## src/rtl/spi_bus_arbiter.sv

```systemverilog
// rtl/spi_bus_arbiter.sv - lock-qualified round-robin SPI bus arbiter with per-requester SCK rate
module spi_bus_arbiter #(
    parameter int NREQ      = 3,
    parameter int LOCK_WAIT = 64,
    parameter int CS_SETUP  = 2,
    parameter int CS_GUARD  = 4
) (
    input  logic                clk_160,
    input  logic                rst,
    input  logic                pll_lock,
    input  logic [NREQ-1:0]     req,
    input  logic [2*NREQ-1:0]   req_div,
    output logic [NREQ-1:0]     gnt,
    output logic [NREQ-1:0]     cs_n,
    output logic                sck,
    output logic                sck_rise,
    output logic                sck_fall,
    output logic                ready,
    output logic                abort
);

    localparam int CMAX_A = (LOCK_WAIT > CS_SETUP) ? LOCK_WAIT : CS_SETUP;
    localparam int CMAX_B = (CS_GUARD > 16) ? CS_GUARD : 16;
    localparam int CMAX   = (CMAX_A > CMAX_B) ? CMAX_A : CMAX_B;
    localparam int CW     = $clog2(CMAX + 1);
    localparam int IW     = (NREQ > 1) ? $clog2(NREQ) : 1;

    typedef enum logic [2:0] {
        WAIT_LOCK = 3'd0,
        IDLE      = 3'd1,
        SETUP     = 3'd2,
        ACTIVE    = 3'd3,
        HOLD      = 3'd4
    } state_t;

    state_t           state_q, state_d;
    logic [CW-1:0]    cnt_q, cnt_d;
    logic [IW-1:0]    idx_q, idx_d;
    logic [IW-1:0]    last_q, last_d;
    logic [1:0]       div_q, div_d;
    logic [NREQ-1:0]  gnt_q, gnt_d;
    logic [NREQ-1:0]  cs_n_q, cs_n_d;
    logic             sck_q, sck_d;
    logic             rise_q, rise_d;
    logic             fall_q, fall_d;
    logic             ready_q, ready_d;
    logic             abort_q, abort_d;

    logic             found;
    logic [IW-1:0]    sel;
    logic [1:0]       div_sel;
    logic [NREQ-1:0]  sel_onehot;
    logic             req_cur;

    // Half-period length minus one, so a toggle fires when cnt_q reaches it
    function automatic logic [CW-1:0] half_lim(input logic [1:0] code);
        case (code)
            2'd0:    return CW'(0);
            2'd1:    return CW'(1);
            2'd2:    return CW'(7);
            default: return CW'(15);
        endcase
    endfunction

    // Two passes: indices above last_q first, then wrap to the low indices
    always_comb begin
        found = 1'b0;
        sel   = last_q;
        for (int j = 0; j < NREQ; j++) begin
            if (!found && req[j] && (j > int'(last_q))) begin
                found = 1'b1;
                sel   = IW'(j);
            end
        end
        for (int j = 0; j < NREQ; j++) begin
            if (!found && req[j] && (j <= int'(last_q))) begin
                found = 1'b1;
                sel   = IW'(j);
            end
        end
    end

    always_comb begin
        div_sel    = 2'd0;
        sel_onehot = '0;
        req_cur    = 1'b0;
        for (int j = 0; j < NREQ; j++) begin
            if (sel == IW'(j)) begin
                div_sel       = req_div[2*j +: 2];
                sel_onehot[j] = 1'b1;
            end
            if (idx_q == IW'(j)) begin
                req_cur = req[j];
            end
        end
    end

    always_comb begin
        state_d = state_q;
        cnt_d   = cnt_q;
        idx_d   = idx_q;
        last_d  = last_q;
        div_d   = div_q;
        gnt_d   = gnt_q;
        cs_n_d  = cs_n_q;
        sck_d   = sck_q;
        rise_d  = 1'b0;
        fall_d  = 1'b0;
        ready_d = ready_q;
        abort_d = 1'b0;

        // Lock loss outranks every other decision made in this cycle
        if ((state_q != WAIT_LOCK) && !pll_lock) begin
            state_d = WAIT_LOCK;
            cnt_d   = '0;
            gnt_d   = '0;
            cs_n_d  = '1;
            sck_d   = 1'b0;
            ready_d = 1'b0;
            abort_d = (state_q == SETUP) || (state_q == ACTIVE);
        end else begin
            case (state_q)
                WAIT_LOCK: begin
                    if (!pll_lock) begin
                        cnt_d = '0;
                    end else if (cnt_q == CW'(LOCK_WAIT - 1)) begin
                        state_d = IDLE;
                        cnt_d   = '0;
                        ready_d = 1'b1;
                    end else begin
                        cnt_d = cnt_q + CW'(1);
                    end
                end
                IDLE: begin
                    if (found) begin
                        state_d = SETUP;
                        cnt_d   = '0;
                        idx_d   = sel;
                        div_d   = div_sel;
                        gnt_d   = sel_onehot;
                        cs_n_d  = ~sel_onehot;
                    end
                end
                SETUP: begin
                    if (!req_cur) begin
                        state_d = HOLD;
                        cnt_d   = '0;
                        gnt_d   = '0;
                        cs_n_d  = '1;
                    end else if (cnt_q == CW'(CS_SETUP - 1)) begin
                        state_d = ACTIVE;
                        cnt_d   = '0;
                        sck_d   = 1'b0;
                    end else begin
                        cnt_d = cnt_q + CW'(1);
                    end
                end
                ACTIVE: begin
                    if (!req_cur && !sck_q) begin
                        state_d = HOLD;
                        cnt_d   = '0;
                        gnt_d   = '0;
                        cs_n_d  = '1;
                    end else if (cnt_q == half_lim(div_q)) begin
                        cnt_d  = '0;
                        sck_d  = ~sck_q;
                        rise_d = ~sck_q;
                        fall_d = sck_q;
                        // Released while high: this falling edge also closes the grant
                        if (!req_cur) begin
                            state_d = HOLD;
                            gnt_d   = '0;
                            cs_n_d  = '1;
                        end
                    end else begin
                        cnt_d = cnt_q + CW'(1);
                    end
                end
                HOLD: begin
                    if (cnt_q == CW'(CS_GUARD - 1)) begin
                        state_d = IDLE;
                        cnt_d   = '0;
                        last_d  = idx_q;
                    end else begin
                        cnt_d = cnt_q + CW'(1);
                    end
                end
                default: begin
                    state_d = WAIT_LOCK;
                    cnt_d   = '0;
                    gnt_d   = '0;
                    cs_n_d  = '1;
                    sck_d   = 1'b0;
                    ready_d = 1'b0;
                end
            endcase
        end
    end

    always_ff @(posedge clk_160) begin
        if (rst) begin
            state_q <= WAIT_LOCK;
            cnt_q   <= '0;
            idx_q   <= '0;
            last_q  <= IW'(NREQ - 1);
            div_q   <= 2'd0;
            gnt_q   <= '0;
            cs_n_q  <= '1;
            sck_q   <= 1'b0;
            rise_q  <= 1'b0;
            fall_q  <= 1'b0;
            ready_q <= 1'b0;
            abort_q <= 1'b0;
        end else begin
            state_q <= state_d;
            cnt_q   <= cnt_d;
            idx_q   <= idx_d;
            last_q  <= last_d;
            div_q   <= div_d;
            gnt_q   <= gnt_d;
            cs_n_q  <= cs_n_d;
            sck_q   <= sck_d;
            rise_q  <= rise_d;
            fall_q  <= fall_d;
            ready_q <= ready_d;
            abort_q <= abort_d;
        end
    end

    assign gnt      = gnt_q;
    assign cs_n     = cs_n_q;
    assign sck      = sck_q;
    assign sck_rise = rise_q;
    assign sck_fall = fall_q;
    assign ready    = ready_q;
    assign abort    = abort_q;

endmodule

```

## config.mk

```make
export PLATFORM = sky130hd
export DESIGN_NAME = spi_bus_arbiter
export DESIGN_NICKNAME = d
export VERILOG_FILES = /design/src/rtl/spi_bus_arbiter.sv
export SDC_FILE = /design/constraint.sdc
export NUM_CORES = 1
export LEC_CHECK = 0
export ABC_AREA = 1
export CAP_MARGIN = 20
export CORE_MARGIN = 2
export CORE_UTILIZATION = 56
export CTS_CLUSTER_DIAMETER = 80
export DETAILED_ROUTE_END_ITERATION = 8
export GPL_ROUTABILITY_DRIVEN = 0
export PLACE_DENSITY_LB_ADDON = 0.1
export RECOVER_POWER = 50
export SLEW_MARGIN = 20
export SYNTH_ARGS = -nofsm -noshare
export SYNTH_HDL_FRONTEND = slang
export SYNTH_SLANG_ARGS = --single-unit
```

## constraint.sdc

```tcl
create_clock -name clk_160 -period 1.8 [get_ports clk_160]
set_input_delay 0.36 -clock clk_160 [delete_from_list [all_inputs] [get_ports clk_160]]
set_output_delay 0.36 -clock clk_160 [all_outputs]
set_load 0.01 [all_outputs]
```

==> results of run 1 <==
[critical path, stage by stage, from the launching register on]
cell     delay (ns)
dfxtp_2        0.40
ha_1           0.20
nand2_1        0.13
nor2_4         0.14
nand2_2        0.12
o21ai_2        0.13
inv_1          0.09
nor2_4         0.14
nand2_2        0.08
nor2_1         0.12
nor2_1         0.06
[sequential cells by signal, indices dropped and copies added (netlist names)]
name	cells
state_q	3
cs_n	3
last_q	2
idx_q	2
ready	1
gnt	3
sck	1
sck_fall	1
abort	1
sck_rise	1
cnt_q	7
div_q	2
[how the worst max path moves through the flow]
stage,to,cells after the start,slack [ns]
after floorplan,state_q[1],10,0.34
after global placement,cnt_q[5],12,-0.08
after detailed placement,state_q[1],12,-0.15
after CTS,state_q[1],10,0.09
after global routing,state_q[1],11,0.006
final,state_q[1],10,0.12
[cells in the mapped netlist, drive strengths merged]
library cell  instances
a21oi                16
buf                   3
clkbuf                1
dfxtp                27
ha                    2
inv                  53
nand2                87
nand3                35
nand4                11
nor2                 66
nor3                  3
nor4                  1
o211a                 1
o211ai                2
o21ai                17
o22ai                 1
or2                   1
[kinds of logic after synthesis]
family	count (synthesis)	synth area share
and+or+nand+nor	204	0.494
buffers and inverters	57	0.116
AOI/OAI and AO/OA	37	0.102
DFF	27	0.275
adders and majority gates	2	0.0127
[routing by layer]
metal  vias to the layer above  global-route usage
met2                        67               0.484
met3                         5              0.0250
met1                       956               0.326
met4                         0              0.0761
li1                       1112                   -
met5                         -                   0
[final cells by class]
cell class              count  area (sq um)  area share
clock buffers               3          22.5     0.00947
clock inverters             1          5.00     0.00211
inverters                  53           201      0.0847
multi-input cells         243          1200       0.506
flip-flops and latches     27           543       0.228
well taps                  46          57.6      0.0242
repair buffers             37           345       0.145
[power by group through the flow]
stage               Clock, mW  Combinational [mW]  Sequential (mW)
floorplan                   0               0.945            0.788
global route            0.311                1.49            0.796
detailed placement          0                1.32            0.792
CTS                     0.278                1.33            0.780
global placement            0                1.30            0.789
finish                  0.276                1.33            0.783
[what timing repair did]
| action | 4_1_cts | 5_1_grt |
|---|---|---|
| resized for setup | 0 | 3 |
| hold buffers | 0 | 0 |
| setup endpoints to repair | 0 | 4 |
[metrics by stage]
stage                util  hold slack (ns)  instances  power [mW]
finish              0.707            0.462        410        2.39
global route        0.707            0.493        410        2.60
CTS                 0.705            0.471        410        2.39
detailed placement  0.696            0.446        406        2.11
global placement    0.696            0.426        406        2.09
floorplan               -            0.438        327        1.73
==> summary.txt, run 1 <==
Status
  – Status: finished clean

Final layout
  – Area Overhead vs Synth: 20.9%
  – Share of layout cells above drive strength 1: 0.140
  – Most common cell after layout, fill and taps aside: nand2_1
  – Commonest cells after routing, fill and taps aside: nand2_1 (79), nor2_1 (54), inv_1 (47), nand3_1 (33), dfxtp_1 (25)
  – Final instance area: ~2400 sq um
  – N_diodes: 0
  – Final net count: roughly 380
  – Fillers: around 330

Clock network
  – CTS tree: yes
  – CTS buffer count: 3
  – Post-CTS setup buffers: 0
  – Worst-Skew Late Latency: roughly 0.33 ns
  – H-tree levels: 1
  – Clk root buf: clkbuf_4
  – CTS Buffer Depth: 2
  – CTS Sinks: 27
  – Clock Pin Slew Worst Setup and Hold Paths: approximately 0.16 ns

Route
  – WL met1: about 2200 um
  – Wire length per cell: around 12 um
  – Initial detailed-routing violation count: 147
  – Detail Route Antenna Nets: 0
  – Metal2 WL: approximately 2400 um
  – Vias: between 2,000 and 2,500
  – Final WL: about 4800 um
  – Top Layer Used: met4
  – Vias per cell: 5.22
  – Metal3 WL: 201 um
  – Drc violations: 0
  – Drt pass-1 iters: 5

STA
  – Worst clock skew: between 0.005 and 0.006 ns
  – Setup_tns: 0 ns
  – Max Slew Vio Count: 0
  – Slew headroom: 0.794
  – Min Tclk post-route: around 1.7 ns
  – Final hold viol count: 0
  – RSZ-0062 raised after global routing: no
  – Crit share post-route: 0.933
  – Fmax: slightly below 600 MHz
  – Fin worst setup slack: roughly 0.12 ns
  – # setup viols final: 0
  – Worst slew pin tran: 0.308 ns

Pwr
  – Flop pwr share: 0.327
  – Combinational power share: 0.558
  – Net Switching: 1.14 mW
  – Switching share of power: 0.476
  – Int Pwr: 1.25 mW
  – Leakage: 1.15 nW
  – Worst VDD drop: about 0.00057 V
  – Pwr Density: ~1000 nW/um^2
  – Clk network pwr share: 0.115

Global route
  – First-pass GRT wire length: ~8700 um
  – Initial antenna violation count: 0
  – Vias in the first global route: roughly 2,000
  – Total GRT Usage: 0.264
  – Largest net degree at the start of global routing: 16
  – Total grt overflow: 0

Logic synthesis
  – Syn Nets: 341
  – Cell variety after synth: 30
  – Top cell type by total area after synthesis: dfxtp_1
  – Synth Cell Area: between 1500 and 2000 sq um
  – Ys Warns: 0
  – Synth Area per Inst: around 6 sq um
  – Synth Register Bits: 27
  – Gate Count Post-Synth: approximately 330
  – Top cell type's share of synthesized area: 0.275
  – Area contributors post-synth: dfxtp_1 (27%), nand2_1 (15%), nor2_1 (10%)
  – Post-synthesis sequential area ratio: 0.275

Die
  – Initial Utilization: 0.585
  – Cell Rows: 21
  – Die height: ~63 um
  – Die X-Extent: roughly 63 um
  – Core ar.: ~3400 sq um
  – Die area: ~4000 sq um
  – I/O pin count: 23

Job
  – Max-Cap Viols: 0

Worst setup path
  – Critical Path RT: around 2.1 ns
  – Reg2reg setup slack: ~0.12 ns
  – Reg2Reg Depth: 10
  – Crit path DAT: roughly 1.9 ns
  – Setup CP Type: reg -> reg
  – Critical Path Start: cnt_q[1]
  – CP startpoint kind: flip-flop
  – Crit path capture type: flip-flop
  – Worst reg2reg startpoint: cnt_q[1]
  – Crit path max fanout: 6
  – RR Endpoint: state_q[1]

Place
  – PortBufs: 22
  – Setup WS pre-CTS: -0.149 ns
  – DP Area: roughly 2300 sq um
  – Post-DP HPWL: between 3000 and 4000 um

Min path
  – Worst min path class: reg -> reg
  – Hold path endpoint: sck_rise
  – Hold_sp: sck
  – Cells on Worst Hold Path: 1
Note: power is estimated with default switching activity, not from simulation.
==> run 2, diff against run 1 <==
--- a/config.mk
+++ b/config.mk
@@ -7,8 +7,9 @@
 export LEC_CHECK = 0
 export ABC_AREA = 1
 export CAP_MARGIN = 20
+export CORE_ASPECT_RATIO = 0.9
 export CORE_MARGIN = 2
-export CORE_UTILIZATION = 56
+export CORE_UTILIZATION = 55
 export CTS_CLUSTER_DIAMETER = 80
 export DETAILED_ROUTE_END_ITERATION = 8
 export GPL_ROUTABILITY_DRIVEN = 0
==> run 2 against run 1 <==
Non-clock buffer count increased by 1. Sequential share of layout area shrank 0.077 points. Global-route usage is 0.49 points higher. Routed wire length grew 0.85%. Clock power up 29%. Via count is 1.8% lower. Sequential cell count unchanged. Fmax is 2.2% higher. Critical path depth is the same. Final area is 0.11% higher. Sequential power decreased by 0.9%. Critical path type unchanged. Utilization decreased by 0.76 points. Largest cell class unchanged.
==> summary.txt, run 2 (same netlist as run 1, synthesis figures left out) <==
Route
  – Top Layer Used: met4
  – Vias: 2,102 (-1.8%)
  – Drt pass-1 iters: 4 (-1)
  – Final WL: 4860 um (+0.85%)
  – Wire length per cell: 11.9 um (+1.1%)
  – Detail Route Antenna Nets: 0 (unchanged)
  – Metal3 WL: 299 um (+49%)
  – Drc violations: 0 (unchanged)
  – Vias per cell: 5.14 (-1.5%)
  – Metal2 WL: 2190 um (-7.2%)
  – WL met1: 2330 um (+5.9%)
  – Initial detailed-routing violation count: 193 (+31%)

Clock network
  – CTS buffer count: 3 (unchanged)
  – CTS tree: yes
  – Clock Pin Slew Worst Setup and Hold Paths: 0.09 ns (-0.07 ns)
  – Worst-Skew Late Latency: 0.28 ns (-0.05 ns)
  – Hold Buf Count CTS: 0 (unchanged)
  – H-tree levels: 1 (unchanged)
  – CTS Buffer Depth: 2 (unchanged)
  – CTS Sinks: 27 (unchanged)
  – Clk root buf: clkbuf_8

Worst setup path
  – Levels on crit path: 10 (unchanged)
  – Critical Path RT: 1.99 ns (-0.06 ns)
  – Worst reg2reg startpoint: state_q[0]
  – Top delay family on crit path: simple AND/OR/NAND/NOR gates
  – Crit path DAT: 1.83 ns (-0.10 ns)
  – RR Endpoint: state_q[1]
  – Critical-path top delay cell: dfxtp_1
  – CP bufs+invs: 2 (+1)
  – Crit path max fanout: 8 (+2)
  – Crit-path cells: nor2_4 > inv_2 > nor2_2 > inv_2 > nor2_1 > nor2_2 > nand2_2 > nand2_1 > nand2_1 > nor2_1
  – CP peak stage delay: 0.41 ns (about the same)
  – Reg2reg setup slack: 0.16 ns (+0.04 ns)
  – Crit path capture type: flip-flop
  – CP startpoint kind: flip-flop
  – Setup CP Type: reg -> reg
  – Reg2Reg Depth: 10 (unchanged)

Global route
  – Total GRT Usage: 0.269 (+0.00486)
  – Total grt overflow: 0 (unchanged)
  – First-pass GRT wire length: 8340 um (-3.8%)
  – Initial antenna violation count: 0 (unchanged)
  – Largest net degree at the start of global routing: 16 (unchanged)
  – Vias in the first global route: 1,878 (-6.3%)

Pwr
  – Worst VDD drop: 0.000781 V (+37%)
  – Clk network pwr share: 0.145 (+0.030)
  – Pwr Density: 1030 nW/um^2 (+2.7%)
  – Net Switching: 1.14 mW (-0.23%)
  – Int Pwr: 1.32 mW (+5.6%)
  – Leakage: 1.15 nW (+0.26%)
  – Switching share of power: 0.462 (-0.0142)
  – Combinational power share: 0.540 (-0.018)
  – Power Total: 2.46 mW (+2.8%)
  – Flop pwr share: 0.315 (-0.012)

STA
  – Min Tclk post-route: 1.64 ns (-0.0363 ns)
  – Fmax: 608 MHz (+2.2%)
  – RSZ-0062 raised after global routing: no
  – Worst clock skew: 0.00392 ns (-0.00207 ns)
  – Worst slew pin tran: 0.411 ns (+0.103 ns)
  – Max Slew Vio Count: 0 (unchanged)
  – Slew headroom: 0.726 (-0.0687)
  – # setup viols final: 0 (unchanged)
  – Final hold viol count: 0 (unchanged)
  – Crit share post-route: 0.913 (-0.0202)

Place
  – Inst Count DP: 405 (-0.25%)
  – PortBufs: 22 (unchanged)
  – DP Area: 2330 sq um (-0.32%)
  – Post-DP HPWL: 3850 um (+2.2%)

Final layout
  – Final instance area: 2380 sq um (+0.11%)
  – Final Core Density: 0.699 (-0.00758)
  – Post-route non-filler standard cell count: 409 (-0.24%)
  – Largest Register: cnt_q
  – Commonest cells after routing, fill and taps aside: nand2_1 (79), nor2_1 (55), inv_1 (45), nand3_1 (33), dfxtp_1 (26)
  – Area Overhead vs Synth: 21.0%
  – Final net count: 380 (+0.26%)
  – Share of layout cells above drive strength 1: 0.142 (+0.00236)
  – Most common cell after layout, fill and taps aside: nand2_1
  – N_diodes: 0 (unchanged)
  – Largest register FFs: 7 (unchanged)

Die
  – Initial Utilization: 0.578 (-0.00688)
  – I/O pin count: 23 (unchanged)
  – Die area: 4070 sq um (+1.7%)
  – Die height: 60.7 um (-4.0%)
  – Die X-Extent: 67.0 um (+6.0%)
  – Cell Rows: 20 (-4.8%)
  – Core ar.: 3400 sq um (+1.2%)

Min path
  – Cells on Worst Hold Path: 1 (unchanged)
  – Hold path endpoint: sck_rise
  – Hold_sp: sck
  – Worst min path class: reg -> reg

Job
  – Max-Cap Viols: 0 (unchanged)

Status
  – Status: finished clean
==> run 2: cell count changes in the layout (fill, tap and decap cells not counted), moves of 3 or more <==
cell and change:
dlygate4sd3_1 +4, clkbuf_8 +3, clkbuf_4 -3, clkdlybuf4s50_1 -4
==> run 2: power by group through the flow <==
| stage | logic, mW | registers, mW | clock network [mW] |
|---|---|---|---|
| 2_1_floorplan | 0.945 | 0.788 | 0 |
| 5_1_grt | 1.48 | 0.787 | 0.391 |
| 3_5_place_dp | 1.34 | 0.789 | 0 |
| 4_1_cts | 1.34 | 0.775 | 0.371 |
| 6_report | 1.33 | 0.776 | 0.357 |
| 3_3_place_gp | 1.32 | 0.787 | 0 |
==> run 2: routing by layer <==
layer	GRT usage	up-vias
li1	-	1118
met1	0.381	922
met2	0.417	58
met3	0.0501	4
met4	0.0845	0
met5	0	-
==> run 2: final cells by class <==
class,instances,area (sq um)
Multi-Input combinational cell,243,1190
Inverter,53,201
Clock inverter,1,5.00
Tap cell,44,55.1
Timing Repair Buffer,38,340
Fill cell,318,1020
Sequential cell,27,542
Clock buffer,3,41.3
==> run 2: how the worst max path moves through the flow <==
| stage | endpoint | slack, ns | startpoint |
|---|---|---|---|
| after floorplan | state_q[1] | 0.34 | cnt_q[1] |
| after global placement | gnt[2] | -0.08 | req[2] |
| after detailed placement | state_q[1] | -0.13 | req[2] |
| after CTS | state_q[1] | 0.14 | cnt_q[0] |
| after global routing | gnt[2] | 0.01 | req[2] |
| final | state_q[1] | 0.16 | state_q[0] |
==> run 2: metrics by stage <==
step / setup TNS, ns / hold WS [ns] / worst slack (ns)
6_report: 0 / 0.455 / 0.156
5_1_grt: 0 / 0.490 / 0.0105
4_1_cts: 0 / 0.474 / 0.139
3_5_place_dp: -1.42 / 0.460 / -0.132
3_3_place_gp: -0.707 / 0.433 / -0.0761
2_1_floorplan: 0 / 0.438 / 0.337
==> run 2: repair_timing <==
action,CTS,global route
resized for setup,0,2
endpoints found under the setup margin,0,3
buffers inserted,0,0
==> RTL change 1 (flow settings as in run 1) <==
`LOCK_WAIT`: 64 -> 32.
--- a/src/rtl/spi_bus_arbiter.sv
+++ b/src/rtl/spi_bus_arbiter.sv
@@ -3,3 +3,3 @@
     parameter int NREQ      = 3,
-    parameter int LOCK_WAIT = 64,
+    parameter int LOCK_WAIT = 32,
     parameter int CS_SETUP  = 2,
Behaviour: no difference found for any inputs over 10 cycles, from zero or initial values and one cycle with rst high; that may be too few to reach the edited logic, so the function may still have changed.
==> RTL change 1 against run 1 <==
Setup slack worse by 21 ps; sequential cell count down 1; area after synthesis down 14%; core utilization up 5.4 points; cell count down 18%; maximum frequency down 1.2%; routed wire length down 7.8%; clock skew down 5.2 ps; critical path depth down 9; design area down 9.4%; via count down 12%; die area down 13%; largest cell class unchanged.
Power is not compared: it rests on default switching activity, and its combinational part moved more than twofold at a synthesized area within 25%.
==> RTL change 1: results <==
[worst_hold_path]
min_path_cells = 2
hold_end = "gnt[2]"
hp-start = "gnt[2]"

[detailed_routing]
wl_per_cell_um = 13.2
drtIter0Drc = 164
routed-via-count = 1877

[finish]
n_fill_cell = 247
stdcell_area_mm2 = 0.00215
clock_tree_area_fraction_pct = 1.69
signal_buffers = 42
multi_input_gates = 200
bufAreaShareNonClock_pct = 17.0
final_nets = 320
drive_gt1_share_pct = 18.7
seq_share_pct = 24.5
multiInputGateArea_mm2 = 0.00106
fin_cells = 336
inverters = 33
largest_reg_flops = 6
clkbuf_count = 4

[worst_setup_path]
path_delay_family = "buffers and inverters"
r2r-start = "cnt_q[2]"
ff2ff_path_depth = 9
worstPathMaxFanout = 5
crit_path_max_incr_delay_ps = 570
r2r_setup_slack_ps = 140
crit_slowest_cell = "clkdlybuf4s50_1"
r2r-end = "state_q[2]"
arrival_ps = 1340
critPathCapture = "sck"
crit_start = "sck"

[clocking]
clk_pin_slew_ps = 140
clkLatencyLatePin_ps = 330
cts_max_level = 1

[power_and_ir_drop]
p_sw_w = 0.000253
finalPower_w = 0.00101

[status]
status = "finished clean"

[synthesis]
synth_seq_area_share_pct = 30.6
syn-num-nets = 274
syn_inst = 260
netlist-cell-type-count = 35
synth_fa_ha_area_share_pct = 1.47
synth_seq_cells = 26
synthTopCellsByArea = "dfxtp_1, nand2_1, nand3_1"
synthArstFlopShare_pct = 0
synth-compound-area-share_pct = 15.2
netlist_top_cells_count = "nand2_1, nor2_1, inv_1, dfxtp_1, nand3_1"

[grt]
grt_pass1_wl_um = 7400
grt_usage_pct = 27.5
grt_start_max_net_pins = 15
grt_pass1_vias = 1735

[placement]
dpl.hpwl_um = 3370
post-place-cells = 332
placed_cell_area_mm2 = 0.00210
port_buffers = 22

[sta]
tightest_slew_ps = 382
clock-skew-final_ps = 0.776
whs_ps = 512
==> RTL change 1: cell count changes in the layout (fill, tap and decap cells not counted), moves of 2 or more <==
| cell | change |
|---|---|
| nor2_1 | -25 |
| inv_1 | -17 |
| nand2_1 | -16 |
| nand3_1 | -7 |
| nand4_1 | -7 |
| nor2_4 | -7 |
| buf_4 | +5 |
| inv_2 | -4 |
| nor2_2 | +4 |
| a21oi_1 | +3 |
| a21oi_2 | +3 |
| o21ai_1 | -3 |
| dfxtp_1 | -2 |
| nand3_2 | +2 |
==> RTL change 1: stage by stage <==
step | worst slack, ps | setup TNS [ps]
6_report | 98.9 | 0
5_1_grt | 2.97 | 0
4_1_cts | 61.5 | 0
3_5_place_dp | -236 | -2180
3_3_place_gp | -153 | -1490
2_1_floorplan | 247 | 0
==> RTL change 1: per-layer routing <==
metal  wire, um  vias up  GRT usage [%]
li1           -      946              -
met1       1890      840           33.6
met3        287        9           3.49
met2       2180       82           47.9
met4         80        0           12.3
met5          0        -              0
==> RTL change 2 (config.mk and constraints of run 1) <==
Without the edit above. Re-encode `state_t` (5 states) as Gray code, 3 bits wide.
--- a/src/rtl/spi_bus_arbiter.sv
+++ b/src/rtl/spi_bus_arbiter.sv
@@ -28,7 +28,7 @@
     typedef enum logic [2:0] {
-        WAIT_LOCK = 3'd0,
-        IDLE      = 3'd1,
-        SETUP     = 3'd2,
-        ACTIVE    = 3'd3,
-        HOLD      = 3'd4
+        WAIT_LOCK = 3'b000,
+        IDLE      = 3'b001,
+        SETUP     = 3'b011,
+        ACTIVE    = 3'b010,
+        HOLD      = 3'b110
     } state_t;
Function: same outputs for any inputs over 10 cycles, from zero or initial values and one cycle with rst high; not proved beyond that.
==> RTL change 2 against run 1 <==
Design area decreased by 8.7%; routed wire length decreased by 11%; area after synthesis decreased by 7.5%; via count decreased by 12%; sequential cell count unchanged; largest cell class unchanged; global-route usage increased by 0.052 points; setup slack improved by 14 ps; core utilization decreased by 0.20 points; critical path depth decreased by 9.
Power is not compared: it rests on default switching activity, and its combinational part moved more than twofold at a synthesized area within 25%.
==> RTL change 2: results <==
[status]
status = "finished clean"

[clocking]
clockBufferDepth = 2
clkLatencyLatePin_ps = 330
root_buffer = "clkbuf_4"
cts_max_level = 1
clk_pin_slew_ps = 140
cts_made_buffers = 3
cts_setup_buffers = 0

[synthesis]
netlist_top_cells_count = "nand2_1, inv_1, dfxtp_1, nand3_1"
synthTopCellsByArea = "dfxtp_1, nand2_1, nand3_1"
synth-compound-area-share_pct = 17.4
syn_inst = 275
yosysWarnings = 0
synthMuxAreaShare_pct = 0
synth_seq_area_share_pct = 29.7
synthXorXnorAreaFrac_pct = 0.963
synthArstFlopShare_pct = 0
syn_area_mm2 = 0.00182
syn-num-nets = 289
synth_fa_ha_area_share_pct = 1.38

[placement]
post-place-cells = 350
port_buffers = 22
dpl.hpwl_um = 3450

[grt]
met2_usage_pct = 44.7
grtUsageMet1_pct = 33.5
grt_pass1_vias = 1752
grt_pass1_wl_um = 7450
antenna_found_initial = 0
use_met3_pct = 4.26
grt_start_max_net_pins = 15
grt_usage_pct = 26.4

[finish]
antenna_cells = 0
final_nets = 325
largest_reg_flops = 7
drive_gt1_share_pct = 15.5

[worst_hold_path]
hold_path_class = "reg2reg"
hp-start = "sck"
hold_end = "sck_rise"
min_path_cells = 1

[worst_setup_path]
path_delay_family = "buffers and inverters"
r2r-start = "cnt_q[4]"
ff2ff_path_depth = 6
crit_slowest_cell = "dlygate4sd3_1"
crit_path_max_incr_delay_ps = 610
r2r_setup_slack_ps = 140
worstPathMaxFanout = 3
r2r-end = "cnt_q[1]"

[sta]
whs_ps = 476
clock-skew-final_ps = 4.96
tightest_slew_ps = 401

[power_and_ir_drop]
vdd_drop_max_mv = 0.362
p_leak_nw = 1.00
swShare_pct = 25.5

[detailed_routing]
drt-total-wl_um = 4300
firstDrtPassIters = 4
drtIter0Drc = 111
routed-via-count = 1889
viasPerCell = 5.34
-- RTL change 2: cell types whose count changed in the layout (fill, tap and decap cells not counted), moves of 4 or more --
cell / change
nor2_4: -7
nand2_2: -5
nand3_2: +4
o21ai_0: +9
nand3_1: -6
inv_1: -17
nand4_1: -7
nand2_1: -9
a21oi_1: +6
nor2_1: -33
-- RTL change 2: metrics by stage --
step                      worst slack, ps  power [W]
after floorplan                       424   0.000680
after global placement               -111   0.000734
after detailed placement             -142   0.000735
after CTS                             139    0.00101
after global routing                 15.8    0.00105
final                                 134   0.000995
-- RTL change 2: worst max path at each step --
stage,start,endpoint,slack [ps],cells past startpoint
floorplan,cnt_q[0],state_q[2],420,10
CTS,cnt_q[0],state_q[0],140,9
global placement,req[1],state_q[2],-110,10
finish,cs_n[2],cs_n[2],130,1
global route,req[2],cs_n[2],20,11
detailed placement,req[1],state_q[2],-140,11
-- RTL change 2: layout make-up --
type	count	area (um^2)
multi-input cells	207	1090
inverters	38	143
clock buffers	4	26.3
well taps	44	55.1
flip-flops and latches	27	543
fillers	310	908
repair buffers	34	310
-- RTL change 2: power by group through the flow --
stage / clock network, W / registers, W / logic [W]
floorplan: 0 / 0.000615 / 0.0000648
global placement: 0 / 0.000615 / 0.000119
detailed placement: 0 / 0.000615 / 0.000120
CTS: 0.000283 / 0.000602 / 0.000121
global route: 0.000308 / 0.000604 / 0.000134
finish: 0.000271 / 0.000603 / 0.000121
-- RTL change 2: logic make-up (layout without fill, tap and decap cells) --
group / count (synthesis) / count (layout)
flip-flops: 27 / 27
AO/OA/AOI/OAI: 57 / 57
adder cells (fa/ha/maj): 2 / 2
XOR/XNOR: 2 / 2
AND/OR/NAND/NOR: 146 / 146
buffers and inverters: 41 / 76
-- RTL change 2: repair_timing --
item	CTS	global route
endpoints found under the setup margin	0	3
hold endpoints to repair	0	0
resized for setup	0	3
-- RTL change 2: per-layer routing --
layer | vias to the layer above | part of all wire [%]
li1 | 974 | -
met1 | 852 | 44
met2 | 54 | 48
met3 | 9 | 5.3
met4 | 0 | 2.2
met5 | - | 0
